$ cat src/rtl/rc4_ksa_engine_pkg.sv
// Shared types and constants for the RC4 key-scheduling engine.
// Used by rc4_ksa_engine, its key-byte selector and its bus interface.
package rc4_pkg;

  localparam int S_SIZE            = 256;
  localparam int KEY_BYTES_DEFAULT = 3;

  typedef logic [7:0] key_byte_t;

  typedef enum logic [3:0] {
    ST_IDLE  = 4'd0,
    ST_FILL  = 4'd1,
    ST_RD_I  = 4'd2,
    ST_WT_I  = 4'd3,
    ST_CAP_I = 4'd4,
    ST_RD_J  = 4'd5,
    ST_WT_J  = 4'd6,
    ST_CAP_J = 4'd7,
    ST_WR_J  = 4'd8,
    ST_WR_I  = 4'd9,
    ST_DONE  = 4'd10
  } ksa_state_t;

  // A run is in flight in every state except the two resting ones.
  function automatic logic ksa_busy(input ksa_state_t st);
    return (st != ST_IDLE) && (st != ST_DONE);
  endfunction

endpackage

$ cat src/rtl/rc4_ksa_engine_if.sv
// Control handshake and S-memory port of the RC4 KSA engine.
// master = engine side, slave = controller/memory side.
interface rc4_ksa_engine_if import rc4_pkg::*; #(
  parameter int KEY_BYTES = KEY_BYTES_DEFAULT
);

  logic                   start;
  logic [KEY_BYTES*8-1:0] secret_key;
  logic [7:0]             s_q;
  logic [7:0]             s_address;
  logic [7:0]             s_data;
  logic                   s_wren;
  logic                   busy;
  logic                   done;

  modport master (
    input  start, secret_key, s_q,
    output s_address, s_data, s_wren, busy, done
  );

  modport slave (
    output start, secret_key, s_q,
    input  s_address, s_data, s_wren, busy, done
  );

endinterface

$ cat src/rtl/rc4_ksa_engine_key_byte_sel.sv
// Combinational pick of key byte k; byte 0 is the most significant byte
// of secret_key.
module rc4_key_byte_sel import rc4_pkg::*; #(
  parameter int KEY_BYTES = KEY_BYTES_DEFAULT,
  parameter int KW        = (KEY_BYTES > 1) ? $clog2(KEY_BYTES) : 1
) (
  input  logic [KEY_BYTES*8-1:0] secret_key,
  input  logic [KW-1:0]          k,
  output key_byte_t              key_byte
);

  // Priority-free mux over the key bytes; k never exceeds KEY_BYTES-1.
  always_comb begin
    key_byte = 8'h00;
    for (int n = 0; n < KEY_BYTES; n++) begin
      key_byte = (k == KW'(n)) ? secret_key[(KEY_BYTES-1-n)*8 +: 8] : key_byte;
    end
  end

endmodule

$ cat src/rtl/rc4_ksa_engine.sv
// RC4 key-scheduling engine: optional identity fill of S, then the KSA shuffle.
// Define RC4_KSA_FILL_EN to include the FILL phase; otherwise S must be preloaded.
module rc4_ksa_engine import rc4_pkg::*; #(
  parameter int KEY_BYTES = KEY_BYTES_DEFAULT
) (
  input logic              clk,
  input logic              reset,
  rc4_ksa_engine_if.master bus
);

  localparam int              KW     = (KEY_BYTES > 1) ? $clog2(KEY_BYTES) : 1;
  localparam logic [KW-1:0]   K_LAST = KW'(KEY_BYTES - 1);
  localparam logic [7:0]      I_LAST = 8'(S_SIZE - 1);
`ifdef RC4_KSA_FILL_EN
  localparam ksa_state_t      START_STATE = ST_FILL;
`else
  localparam ksa_state_t      START_STATE = ST_RD_I;
`endif

  ksa_state_t    state_r, state_s;
  logic [7:0]    i_r, i_s;
  logic [7:0]    j_r, j_s;
  logic [KW-1:0] k_r, k_s;
  logic [7:0]    si_r, si_s;
  logic [7:0]    sj_r, sj_s;
  logic [7:0]    addr_r, addr_s;
  logic [7:0]    data_r, data_s;
  logic          wren_r, wren_s;
  logic          busy_r, busy_s;
  logic          done_r, done_s;
  key_byte_t     key_byte_s;

  rc4_key_byte_sel #(
    .KEY_BYTES (KEY_BYTES),
    .KW        (KW)
  ) u_key_sel (
    .secret_key (bus.secret_key),
    .k          (k_r),
    .key_byte   (key_byte_s)
  );

  // Next-state logic, then the memory-port/status decode of the next state so
  // the outputs can be registered without adding a cycle of latency.
  always_comb begin
    state_s = state_r;
    i_s     = i_r;
    j_s     = j_r;
    k_s     = k_r;
    si_s    = si_r;
    sj_s    = sj_r;
    case (state_r)
      ST_IDLE, ST_DONE: begin
        if (bus.start) begin
          state_s = START_STATE;
          i_s     = 8'h00;
          j_s     = 8'h00;
          k_s     = {KW{1'b0}};
        end else begin
          state_s = state_r;
        end
      end
      ST_FILL: begin
        if (i_r == I_LAST) begin
          state_s = ST_RD_I;
          i_s     = 8'h00;
        end else begin
          i_s     = i_r + 8'h01;
        end
      end
      ST_RD_I:  state_s = ST_WT_I;
      ST_WT_I:  state_s = ST_CAP_I;
      ST_CAP_I: begin
        si_s    = bus.s_q;
        j_s     = j_r + bus.s_q + key_byte_s;
        state_s = ST_RD_J;
      end
      ST_RD_J:  state_s = ST_WT_J;
      ST_WT_J:  state_s = ST_CAP_J;
      ST_CAP_J: begin
        sj_s    = bus.s_q;
        state_s = ST_WR_J;
      end
      ST_WR_J:  state_s = ST_WR_I;
      ST_WR_I: begin
        if (i_r == I_LAST) begin
          state_s = ST_DONE;
        end else begin
          i_s     = i_r + 8'h01;
          k_s     = (k_r == K_LAST) ? {KW{1'b0}} : k_r + KW'(1);
          state_s = ST_RD_I;
        end
      end
      default:  state_s = ST_IDLE;
    endcase

    addr_s = 8'h00;
    data_s = 8'h00;
    wren_s = 1'b0;
    case (state_s)
      ST_FILL: begin
        addr_s = i_s;
        data_s = i_s;
        wren_s = 1'b1;
      end
      // Hold the read address through the wait/capture cycles so s_q stays valid.
      ST_RD_I, ST_WT_I, ST_CAP_I: addr_s = i_s;
      ST_RD_J, ST_WT_J, ST_CAP_J: addr_s = j_s;
      ST_WR_J: begin
        addr_s = j_s;
        data_s = si_s;
        wren_s = 1'b1;
      end
      ST_WR_I: begin
        addr_s = i_s;
        data_s = sj_s;
        wren_s = 1'b1;
      end
      default: addr_s = 8'h00;
    endcase
    busy_s = ksa_busy(state_s);
    done_s = (state_s == ST_DONE);
  end

  // State, working registers and registered outputs.
  always_ff @(posedge clk or posedge reset) begin
    if (reset) begin
      state_r <= ST_IDLE;
      i_r     <= 8'h00;
      j_r     <= 8'h00;
      k_r     <= {KW{1'b0}};
      si_r    <= 8'h00;
      sj_r    <= 8'h00;
      addr_r  <= 8'h00;
      data_r  <= 8'h00;
      wren_r  <= 1'b0;
      busy_r  <= 1'b0;
      done_r  <= 1'b0;
    end else begin
      state_r <= state_s;
      i_r     <= i_s;
      j_r     <= j_s;
      k_r     <= k_s;
      si_r    <= si_s;
      sj_r    <= sj_s;
      addr_r  <= addr_s;
      data_r  <= data_s;
      wren_r  <= wren_s;
      busy_r  <= busy_s;
      done_r  <= done_s;
    end
  end

  assign bus.s_address = addr_r;
  assign bus.s_data    = data_r;
  assign bus.s_wren    = wren_r;
  assign bus.busy      = busy_r;
  assign bus.done      = done_r;

endmodule

$ cat src/flat_wrapper.sv
// flat-port wrapper written by rule: the top's interface ports become plain ports
module rc4_ksa_engine_flat import rc4_pkg::*;
#(
  parameter int KEY_BYTES = KEY_BYTES_DEFAULT
)
  (clk, reset, bus_start, bus_secret_key, bus_s_q, bus_s_address, bus_s_data, bus_s_wren, bus_busy, bus_done);
  rc4_ksa_engine_if #(.KEY_BYTES(KEY_BYTES)) bus_i ();
  input logic clk;
  input logic reset;
  input wire logic [$bits(bus_i.start)-1:0] bus_start;
  input wire logic [$bits(bus_i.secret_key)-1:0] bus_secret_key;
  input wire logic [$bits(bus_i.s_q)-1:0] bus_s_q;
  output wire logic [$bits(bus_i.s_address)-1:0] bus_s_address;
  output wire logic [$bits(bus_i.s_data)-1:0] bus_s_data;
  output wire logic [$bits(bus_i.s_wren)-1:0] bus_s_wren;
  output wire logic [$bits(bus_i.busy)-1:0] bus_busy;
  output wire logic [$bits(bus_i.done)-1:0] bus_done;
  assign bus_i.start = bus_start;
  assign bus_i.secret_key = bus_secret_key;
  assign bus_i.s_q = bus_s_q;
  assign bus_s_address = bus_i.s_address;
  assign bus_s_data = bus_i.s_data;
  assign bus_s_wren = bus_i.s_wren;
  assign bus_busy = bus_i.busy;
  assign bus_done = bus_i.done;
  rc4_ksa_engine #(.KEY_BYTES(KEY_BYTES)) u_core (.clk(clk), .reset(reset), .bus(bus_i));
endmodule
$ cat config.mk
export PLATFORM = sky130hd
export DESIGN_NAME = rc4_ksa_engine_flat
export DESIGN_NICKNAME = d
export VERILOG_FILES = /design/src/rtl/rc4_ksa_engine_pkg.sv /design/src/rtl/rc4_ksa_engine_if.sv /design/src/rtl/rc4_ksa_engine_key_byte_sel.sv /design/src/rtl/rc4_ksa_engine.sv /design/src/flat_wrapper.sv
export SDC_FILE = /design/constraint.sdc
export NUM_CORES = 1
export LEC_CHECK = 0
export CAP_MARGIN = 40
export CORE_UTILIZATION = 30
export DETAILED_ROUTE_END_ITERATION = 16
export GPL_TIMING_DRIVEN = 0
export MAX_ROUTING_LAYER = met4
export PLACE_DENSITY_LB_ADDON = 0.05
export SLEW_MARGIN = 30
export SYNTH_ARGS = -nofsm -noshare
export SYNTH_HDL_FRONTEND = slang
export SYNTH_SLANG_ARGS = --single-unit
$ cat constraint.sdc
create_clock -name clk -period 10.35 [get_ports clk]
set_input_delay 1.035 -clock clk [delete_from_list [all_inputs] [get_ports clk]]
set_output_delay 1.035 -clock clk [all_outputs]
set_load 0.01 [all_outputs]
[Yosys cells after proc, flatten, opt, wreduce, memory -nomap -nowiden]
Index checks and enable logic that the tools add are counted.
Storage, ports and cells
  flip-flop bits (word level): 57
  input port bits: 35
  word-level logic and storage cells: 73
Cells by class
  $add $sub $neg: 4
  eq/ne operators: 26
  muxes and demuxes: 22
  reductions and logical operators: 10
Operators with widths (count)
  8-bit two-way mux: 9
  8-bit one-hot mux with 3 select lines: 2
  4-bit one-hot mux with 10 select lines: 1
  4-bit by 3-bit equality test with 1-bit output, second input constant: 8
  8-bit one-hot mux with 2 select lines: 2
  4-bit equality test, second input constant: 6
  8-bit adder: 2
  4-bit by 2-bit equality test with 1-bit output, second input constant: 4
  4-bit two-way mux: 3
  8-bit by 1-bit adder with 8-bit output, second input constant: 1
  4-bit by 1-bit equality test with 1-bit output, second input constant: 2
  8-bit equality test, second input constant: 1
  2-bit two-way mux: 3
  5-bit OR reduction: 1
  4-bit logical NOT: 1
  2-bit != test, second input constant: 2
  4-bit != test, second input constant: 1
  2-bit one-hot mux with 2 select lines: 1
  4-bit nonzero test: 1
  4-bit OR reduction: 1
  3-bit AND reduction: 1
  3-bit OR reduction: 1
  2-bit by 1-bit adder with 2-bit output, second input constant: 1
  2-bit by 1-bit equality test with 1-bit output, second input constant: 1
  6 further kinds: 6

[Depth between registers and ports, before layout]
Gate-level depths: netlist of the first run.
  word-level depth: 7
  depth in mapped cells: 14
  gate-level depth less buffers: 13

[Modules after synthesis]
From an unflattened synthesis of the first run, not the netlist that was laid out.
Second synthesis, totals
  cell total of the unflattened synthesis: 334
  area, all modules: 3259.4 um2
By module, submodules not included
  rc4_ksa_engine: instances 1, cells an instance 314, area each 3061.7 um2, seq. area each 1426.4 um2
  rc4_key_byte_sel: instances 1, cells an instance 20, area each 197.7 um2, seq. area each 0.0 um2

[Worst setup path before layout of the first run]
No wires, ideal clock.
  path kind: input to register
  start point: input bus_secret_key[9]
  end point: register u_core.addr_r[7], in the netlist u_core.bus.s_address[7]
  data arrival time: 3359 ps
  setup slack: 6870 ps
  cell stages on the path: 11
  path through: mux2i_1 > o21ai_0 > fa_1 > ha_1 > fa_1 > a211oi_1 > o21bai_1 > a21oi_1 > xnor2_1 > o21ai_1 > a22o_1
On the way
  cells in the longest elaborated chain, start to end: 5
Ends and longest elaborated chain
  from (decl): RTL line flat_wrapper.sv:11  | input wire logic [$bits(bus_i.secret_key)-1:0] bus_secret_key;
  8-bit two-way mux (2 in a row): RTL line rc4_ksa_engine_key_byte_sel.sv:16  | key_byte = (k == KW'(n)) ? secret_key[(KEY_BYTES-1-n)*8 +: 8] : key_byte;
  8-bit adder: RTL line rc4_ksa_engine.sv:74  | j_s = j_r + bus.s_q + key_byte_s;
  8-bit one-hot mux with 2 select lines: RTL line rc4_ksa_engine.sv:51  | case (state_r)
  net u_core.j_s[7]: RTL line rc4_ksa_engine.sv:22  | logic [7:0] j_r, j_s;
  8-bit one-hot mux with 2 select lines: RTL line rc4_ksa_engine.sv:99  | case (state_s)
  net u_core.addr_s[7]: RTL line rc4_ksa_engine.sv:26  | logic [7:0] addr_r, addr_s;
  to (signal assigned): RTL line rc4_ksa_engine.sv:145  | addr_r <= addr_s;
  to (decl): RTL line rc4_ksa_engine.sv:26
The timed path passes the listed nets, and every way through them passes these cells.
A chain may end at the register's enable or synchronous reset.

[Worst setup path in the final report of the first run]
Ends and elaborated chain as after synthesis.

==> results of run 1 <==
-- placed cells by master, fill, tap and decap left out, drive strengths merged, types with 2 or more instances in the layout --
master / synthesis / layout
a21oi: 16 / 16
nand2: 41 / 41
o21bai: 2 / 2
nor2: 26 / 26
a31o: 3 / 3
a22oi: 5 / 5
a221o: 4 / 4
xor2: 7 / 7
xnor2: 7 / 7
nand2b: 5 / 5
inv: 29 / 29
and2: 2 / 2
nor3: 8 / 8
a31oi: 2 / 2
and3: 2 / 2
clkdlybuf4s50: 0 / 53
a211oi: 2 / 2
mux2i: 9 / 9
clkinv: 0 / 2
dfrtp: 57 / 57
clkbuf: 9 / 20
buf: 4 / 5
fa: 8 / 8
ha: 8 / 8
clkinvlp: 0 / 2
a22o: 13 / 13
nand3: 9 / 9
nor2b: 4 / 4
a21o: 7 / 7
o21ai: 35 / 35
-- worst min-delay path, stage by stage (launching register included) --
cell and delay [ps]:
dfrtp_1 350, nand2_1 50, nand2_1 60
-- stage by stage --
step / hold WS [ps] / cell area, um2 / utilization
detailed placement: 464 / 3860 / 0.388
CTS: 482 / 4050 / 0.407
global placement: 461 / 3820 / 0.384
global route: 510 / 4050 / 0.407
finish: 482 / 4050 / 0.407
floorplan: 446 / 3130 / -
-- area by class of cell --
cell class | instances | area, um2
clock inverter | 5 | 55.1
buffer | 13 | 51.3
fill | 990 | 5900
multi-input combinational | 233 | 1540
clock buffer | 11 | 141
timing repair buffer | 54 | 558
sequential | 57 | 1430
tap | 133 | 166
inverter | 29 | 111
-- flip-flops by register name, summed over array words and instances, names as in the netlist --
signal / flops
u_core.k_r: 2
u_core.bus.s_wren: 1
u_core.bus.busy: 1
u_core.j_r: 8
u_core.state_r: 4
u_core.i_r: 8
u_core.sj_r: 8
u_core.bus.done: 1
u_core.bus.s_address: 8
u_core.si_r: 8
u_core.bus.s_data: 8
-- worst paths after layout --
path                                            to               from  cells after the start  slack (ps)
max                        u_core.bus.s_address[7]  bus_secret_key[9]                     12        6360
min                                 u_core.si_r[7]     u_core.si_r[7]                      2         480
max reg2reg                u_core.bus.s_address[7]      u_core.k_r[0]                     12        6570
min reg2reg                         u_core.si_r[7]     u_core.si_r[7]                      2         480
max in group asynchronous          u_core.bus.done              reset                      3        8930
min in group asynchronous  u_core.bus.s_address[3]              reset                      2         950
-- kinds of logic after synthesis --
kind of cell,synth area share
simple gates,0.142
compound gates,0.196
flops,0.456
buf+inv,0.0512
fa+ha+maj,0.0833
xor+xnor,0.0392
mux,0.0324
-- power by group through the flow --
stage | Sequential (mW) | Combinational (mW) | Clock (mW)
global placement | 0.259 | 0.197 | 0
global route | 0.258 | 0.226 | 0.229
detailed placement | 0.259 | 0.201 | 0
CTS | 0.256 | 0.202 | 0.219
finish | 0.256 | 0.199 | 0.209
floorplan | 0.257 | 0.148 | 0
-- routing by layer --
metal / GRT usage / part of all wire
met5: - / 0
met4: 0.0541 / 0.0094
met3: 0.0363 / 0.054
met2: 0.250 / 0.46
met1: 0.234 / 0.48
==> results.toml, run 1 <==
[floorplan]
core_area_um2 = 9950
start_util = 0.314
die_h_um = 104
rows = 36
ioPinCount = 54
die_area_um2 = 10800
die_x_um = 104

[logic_synthesis]
syn_area_um2 = 3130
synthFlopType = "dfrtp_1"
synth_common_cells = "dfrtp_1 (57), nand2_1 (41), o21ai_0 (30)"
synth_cell_types = 41
syn_avg_cell_area_um2 = 9.41
synth_top_area_cell = "dfrtp_1"
synth_most_common_cell = "dfrtp_1"
synth_edf_count = 0
yosysSeqAreaShare = 0.456
synth-seq-cells = 57
synth_top_area_frac = 0.456
async_flop_share = 1.00
synth_area_leaders = "dfrtp_1 (46%), fa_1 (5.1%), nand2_1 (4.9%)"
syn_inst = 332
ys_warn_count = 0
syn_nets = 383

[worst_setup_path]
worst_ep_required_time_ps = 10560
cp-start-kind = "input port"
slowest_delay_ps = 480
cp_top_family = "compound AO/OA/AOI/OAI gates"
critPathMostFrequentCell = "fa_1"
crit_type = "input port to register"
path_cells = "clkdlybuf4s50_1 -> mux2i_1 -> o21ai_0 -> fa_1 -> ha_1 -> fa_1 -> a211oi_1 -> o21bai_1 -> a21oi_1 -> xnor2_1 -> o21ai_1 -> a22o_1"
timing.critical_path.buf_inv = 1
worstPathMaxFanout = 3
slowest_stage = "fa_1"
worst_setup_path_end_kind = "register"
crit_arrival_ps = 4200

[drt]
antenna_left = 0
vias = 2576
drtIter0Drc = 154
firstDrtPassIters = 4
via_per_inst = 4.81
wirelength_um = 8300
wl_per_cell_um = 15.5
drc = 0

[placed_design]
portBuffers = 53
hpwl_um = 6240
place_ws_ps = 5970
place_inst = 519
place.gp.congestion = 0.864

[cts]
clkTransAtPathRegs_ps = 70
clk_latency_ps = 330
cts_hold_buf = 0
cts_inserted_buffers = 9
clockRootBuffer = "clkbuf_8"
post_cts_buffers = 0
cts_max_level = 3
cts_buffer_depth = 2
tritoncts = "done"
cts-resized-gates = 0
clock-sinks = 57

[sta]
setup-tns-final_ps = 0
finalSetupViolCount = 0
period_share = 0.386
worst_pin_slew_ps = 794
relSlewSlack = 0.469
skew_ps = 10.2
rsz0062_at_grt = "false"
finalHoldViolCount = 0
final.min_clock_period_ps = 3990
finalMaxSlewViolations = 0
final.setup.worst_slack_ps = 6360
fmax_mhz = 251

[finish]
area.growth.synth_to_final_pct = 29.7
drive_above_1_share = 0.0721
fin_cells = 535
nNetsFinal = 448
num_antenna_cells = 0

[power]
p_int_mw = 0.456
p_clk_frac = 0.315
pwr_density_cell_nw_per_um2 = 164
swShare = 0.313
power.switching_mw = 0.208
power_mw = 0.664
p_comb_frac = 0.299
peakVddDrop_uv = 66.2
p_leak_nw = 1.81
p_seq_frac = 0.385

[worst_hold_path]
worstHoldPathType = "register to register"

[global_routing]
antenna_found_initial = 0
grt_start_max_net_pins = 49
grt_pass1_wl_um = 13700
grt.total_usage = 0.170
overflow = 0
grt_pass1_vias = 2514

[run]
drv_cap = 0

[outcome]
outcome = "completed"
No activity file was read; power rests on OpenSTA's default activity.
==> run 2, diff against run 1 <==
==> constraint.sdc (replaced) <==
create_clock -name clk -period 3.3 [get_ports clk]
set_input_delay 0.33 -clock clk [delete_from_list [all_inputs] [get_ports clk]]
set_output_delay 0.33 -clock clk [all_outputs]
set_load 0.01 [all_outputs]
==> run 2 against run 1 <==
Effect of this change:
- sequential share of layout area fell by 0.43 points
- critical path type is now register to register
- combinational power rose to 3.3 times the previous value
- global-route usage barely moved
- worst hold slack got worse by 240 ps
- critical endpoint unchanged
- highest routed layer unchanged
==> results.toml, run 2 (synthesis gave the netlist of run 1 again) <==
[floorplan]
die_x_um = 104
start_util = 0.314
core_area_um2 = 9950
rows = 36
die_area_um2 = 10800
ioPinCount = 54
die_h_um = 104

[worst_setup_path]
crit_arrival_ps = 3350
worst_ep_required_time_ps = 3510
crit_type = "register to register"
worst_setup_path_end_kind = "register"
cp-start-kind = "register"
worstPathMaxFanout = 8

[placed_design]
place_ws_ps = -529
place.gp.congestion = 0.864
hpwl_um = 6240
place_inst = 519
portBuffers = 53

[drt]
drc = 0
drtIter0Drc = 151
wl_per_cell_um = 15.5
wirelength_um = 8320
firstDrtPassIters = 4
via_per_inst = 4.83
vias = 2597
antenna_left = 0

[run]
drv_cap = 0

[power]
p_leak_nw = 1.84
pwr_density_cell_nw_per_um2 = 515
peakVddDrop_uv = 215

[finish]
fin_cells = 538
n_fill_cell = 981
nNetsFinal = 451
fin_util = 0.412
mostFrequentLayoutCell = "dfrtp_1"
drive_above_1_share = 0.0963
layout_common_cells = "dfrtp_1 (57), clkdlybuf4s50_1 (53), nand2_1 (41)"
area.growth.synth_to_final_pct = 31.3
num_antenna_cells = 0

[sta]
period_share = 0.949
holdWs_ps = 245
skew_ps = 8.21
finalSetupViolCount = 0
relSlewSlack = 0.479
worst_pin_slew_ps = 779
finalHoldViolCount = 0
fmax_mhz = 319
final.min_clock_period_ps = 3130
finalMaxSlewViolations = 0
final.setup.worst_slack_ps = 169

[global_routing]
grt.total_usage = 0.170
grt_start_max_net_pins = 49
antenna_found_initial = 0
overflow = 0
grt_pass1_wl_um = 13700
grt_pass1_vias = 2522

[cts]
clockRootBuffer = "clkbuf_8"
clock-sinks = 57
cts_max_level = 3
clk_latency_ps = 340
cts_hold_buf = 0
tritoncts = "done"
clkTransAtPathRegs_ps = 70
cts_inserted_buffers = 9
cts_buffer_depth = 2

[outcome]
outcome = "completed"

[worst_hold_path]
worstHoldPathType = "input port to async pin"
## run 2: routing by layer
layer	track usage	part of all wire
met5	-	0
met4	0.0541	0.015
met3	0.0363	0.055
met2	0.250	0.45
met1	0.234	0.48
## run 2: repair_timing
action,in CTS,in global routing
setup endpoints to repair,7,2
resized for setup,7,8
pin swaps,0,0
endpoints found under the hold margin,0,0
buffers inserted,0,3
## run 2: worst paths after layout
path,start,to,slack [ps],depth (start not counted)
max reg2reg,u_core.k_r[0],u_core.bus.s_address[7],170,12
min in group clk,u_core.si_r[7],u_core.si_r[7],480,2
max in group asynchronous,reset,u_core.bus.done,2590,3
min,reset,u_core.bus.s_address[3],250,2
min reg2reg,u_core.si_r[7],u_core.si_r[7],480,2
max,u_core.k_r[0],u_core.bus.s_address[7],170,12
## run 2: cell type report
type,count,area (um2),area share
Sequential cell,57,1430,0.348
Clock buffer,11,141,0.0345
Timing Repair Buffer,57,581,0.141
Buffer,13,63.8,0.0155
Clock inverter,5,55.1,0.0134
Tap cell,133,166,0.0405
Inverter,29,111,0.0271
Multi-Input combinational cell,233,1560,0.380
## run 2: worst max-delay path: stages (launching register included)
cell and delay (ps):
dfrtp_1 390, buf_6 160, mux2i_1 220, o21ai_2 90
fa_1 460, ha_1 240, fa_2 380, a211oi_2 250
o21bai_1 130, a21oi_2 170, xnor2_1 130, o21ai_1 110
a22o_1 280
## run 2: report_power, final
part | internal, mW | total, mW | switching (mW)
clock | 0.367 | 0.659 | 0.293
combinational | 0.314 | 0.652 | 0.338
sequential | 0.763 | 0.803 | 0.0402
## run 2: through the flow
step	area, um2	power, mW	setup TNS, ps
6_report	4100	2.11	0
5_1_grt	4100	2.26	-33.7
4_1_cts	4070	2.13	0
3_5_place_dp	3860	1.44	-1630
3_3_place_gp	3820	1.43	-1440
2_1_floorplan	3130	1.27	0
==> run 3, diff against run 2 <==
--- a/config.mk
+++ b/config.mk
@@ -6,6 +6,7 @@
 export NUM_CORES = 1
 export LEC_CHECK = 0
 export CAP_MARGIN = 40
+export CORE_ASPECT_RATIO = 0.9
 export CORE_UTILIZATION = 30
 export DETAILED_ROUTE_END_ITERATION = 16
 export GPL_TIMING_DRIVEN = 0
==> run 3 against run 2 <==
Effect of this change:
- first-iteration DRC count decreased by 31%
- sequential cell count is the same
- non-clock buffer count unchanged
- die area about the same
- design area is 2.8% higher
- clock power up 52%
- critical path type unchanged
- highest routed layer unchanged
==> results.toml, run 3 (synthesis gave the netlist of run 1 again) <==
[outcome]
outcome = "completed"

[cts]
clk_latency_ps = 320
clkTransAtPathRegs_ps = 60
cts_max_level = 3
cts_buffer_depth = 2
clock-sinks = 57
clockRootBuffer = "clkbuf_16"
cts_hold_buf = 0
tritoncts = "done"
cts_inserted_buffers = 9

[finish]
num_antenna_cells = 0
area.growth.synth_to_final_pct = 35.0
fin_cells = 531
layout_common_cells = "dfrtp_1 (57), clkdlybuf4s50_1 (53), nand2_1 (41)"
drive_above_1_share = 0.104
fin_util = 0.426
mostFrequentLayoutCell = "dfrtp_1"
nNetsFinal = 451

[worst_setup_path]
slowest_stage = "fa_1"
cp-start-kind = "register"
worst_ep_required_time_ps = 3500
cp_top_family = "adder cells"
timing.critical_path.buf_inv = 1
worstPathMaxFanout = 7
crit_type = "register to register"
r2r_start = "u_core.k_r[0]"
slowest_delay_ps = 460
worstSetupStartpoint = "u_core.k_r[0]"
path_cells = "buf_6 -> mux2i_2 -> o21ai_2 -> fa_1 -> ha_1 -> fa_2 -> a211oi_2 -> o21bai_1 -> a21oi_2 -> xnor2_1 -> o21ai_2 -> a22o_1"
crit_arrival_ps = 3270
critPathMostFrequentCell = "o21ai_2"
worst_setup_path_end_kind = "register"

[floorplan]
die_x_um = 110
core_area_um2 = 9910
die_area_um2 = 10800
start_util = 0.315
rows = 34
die_h_um = 98.8
ioPinCount = 54

[power]
power.switching_mw = 0.718
peakVddDrop_uv = 273
p_clk_frac = 0.407
p_leak_nw = 1.90
p_comb_frac = 0.266
p_int_mw = 1.74
pwr_density_cell_nw_per_um2 = 582
swShare = 0.292
p_seq_frac = 0.327
power_mw = 2.46

[drt]
firstDrtPassIters = 4
drtIter0Drc = 104
antenna_left = 0
vias = 2601
wirelength_um = 8490
wl_per_cell_um = 16.0
via_per_inst = 4.90
drc = 0

[sta]
fmax_mhz = 326
finalSetupViolCount = 0
worst_pin_slew_ps = 829
finalHoldViolCount = 0
relSlewSlack = 0.445
skew_ps = 7.82
rsz0062_at_grt = "false"
final.min_clock_period_ps = 3070
period_share = 0.930
setup-tns-final_ps = 0
finalMaxSlewViolations = 0
final.setup.worst_slack_ps = 231

[global_routing]
grt_pass1_wl_um = 14000
grt_pass1_vias = 2626
grt_start_max_net_pins = 33
antenna_found_initial = 0
overflow = 0
grt.total_usage = 0.180

[placed_design]
hpwl_um = 6290
place_inst = 512
place_ws_ps = -505
portBuffers = 53
place.gp.congestion = 0.842

[worst_hold_path]
worstHoldPathType = "input port to async pin"

[run]
drv_cap = 0
run 3: cell count changes in the layout (fill, tap and decap cells not counted), sizes merged:
| cell | before | now |
|---|---|---|
| clkbuf | 19 | 17 |
| clkinv | 2 | 4 |
| bufinv | 1 | 2 |
| clkinvlp | 2 | 1 |
run 3: area by class of cell:
| cell class | instances | area (um2) |
|---|---|---|
| repair buffers | 57 | 573 |
| well taps | 126 | 158 |
| inverters | 29 | 111 |
| flip-flops and latches | 57 | 1430 |
| plain buffers | 13 | 63.8 |
| clock buffers | 9 | 225 |
| multi-input cells | 233 | 1570 |
| fillers | 990 | 5690 |
| clock inverters | 7 | 95.1 |
run 3: power groups by stage:
stage	clock (mW)	sequential [mW]	combinational [mW]
after floorplan	0	0.805	0.464
after global routing	1.06	0.813	0.760
final	1.00	0.804	0.654
after global placement	0	0.818	0.617
after detailed placement	0	0.812	0.630
after CTS	1.03	0.805	0.649
run 3: timing repair:
| action | 4_1_cts | 5_1_grt |
|---|---|---|
| buffers inserted | 0 | 3 |
| setup endpoints to repair | 6 | 2 |
| resized for setup | 9 | 5 |
| hold endpoints to repair | 0 | 0 |
| pin swaps | 0 | 2 |
run 3: metrics by stage:
stage               instance area (um2)  hold WS, ps
CTS                                4180          347
floorplan                          3130          435
finish                             4220          339
detailed placement                 3840          469
global route                       4220          368
global placement                   3810          460
run 3: final timing paths:
kind	to	slack [ps]	cells after the start
worst min register to register	u_core.si_r[7]	480	2
worst min-delay path	u_core.bus.busy	340	2
max in group asynchronous	u_core.k_r[1]	2480	3
worst max register to register	u_core.bus.s_address[7]	230	12
worst max-delay path	u_core.bus.s_address[7]	230	12
min in group clk	u_core.si_r[7]	480	2
run 3: routing by layer:
layer,share of wire,wire length (um),global-route usage,vias to the layer above
met4,0.0077,65,0.0513,0
li1,-,-,-,1282
met3,0.038,320,0.0364,5
met2,0.45,3860,0.268,78
met5,0,0,-,-
met1,0.50,4250,0.248,1236
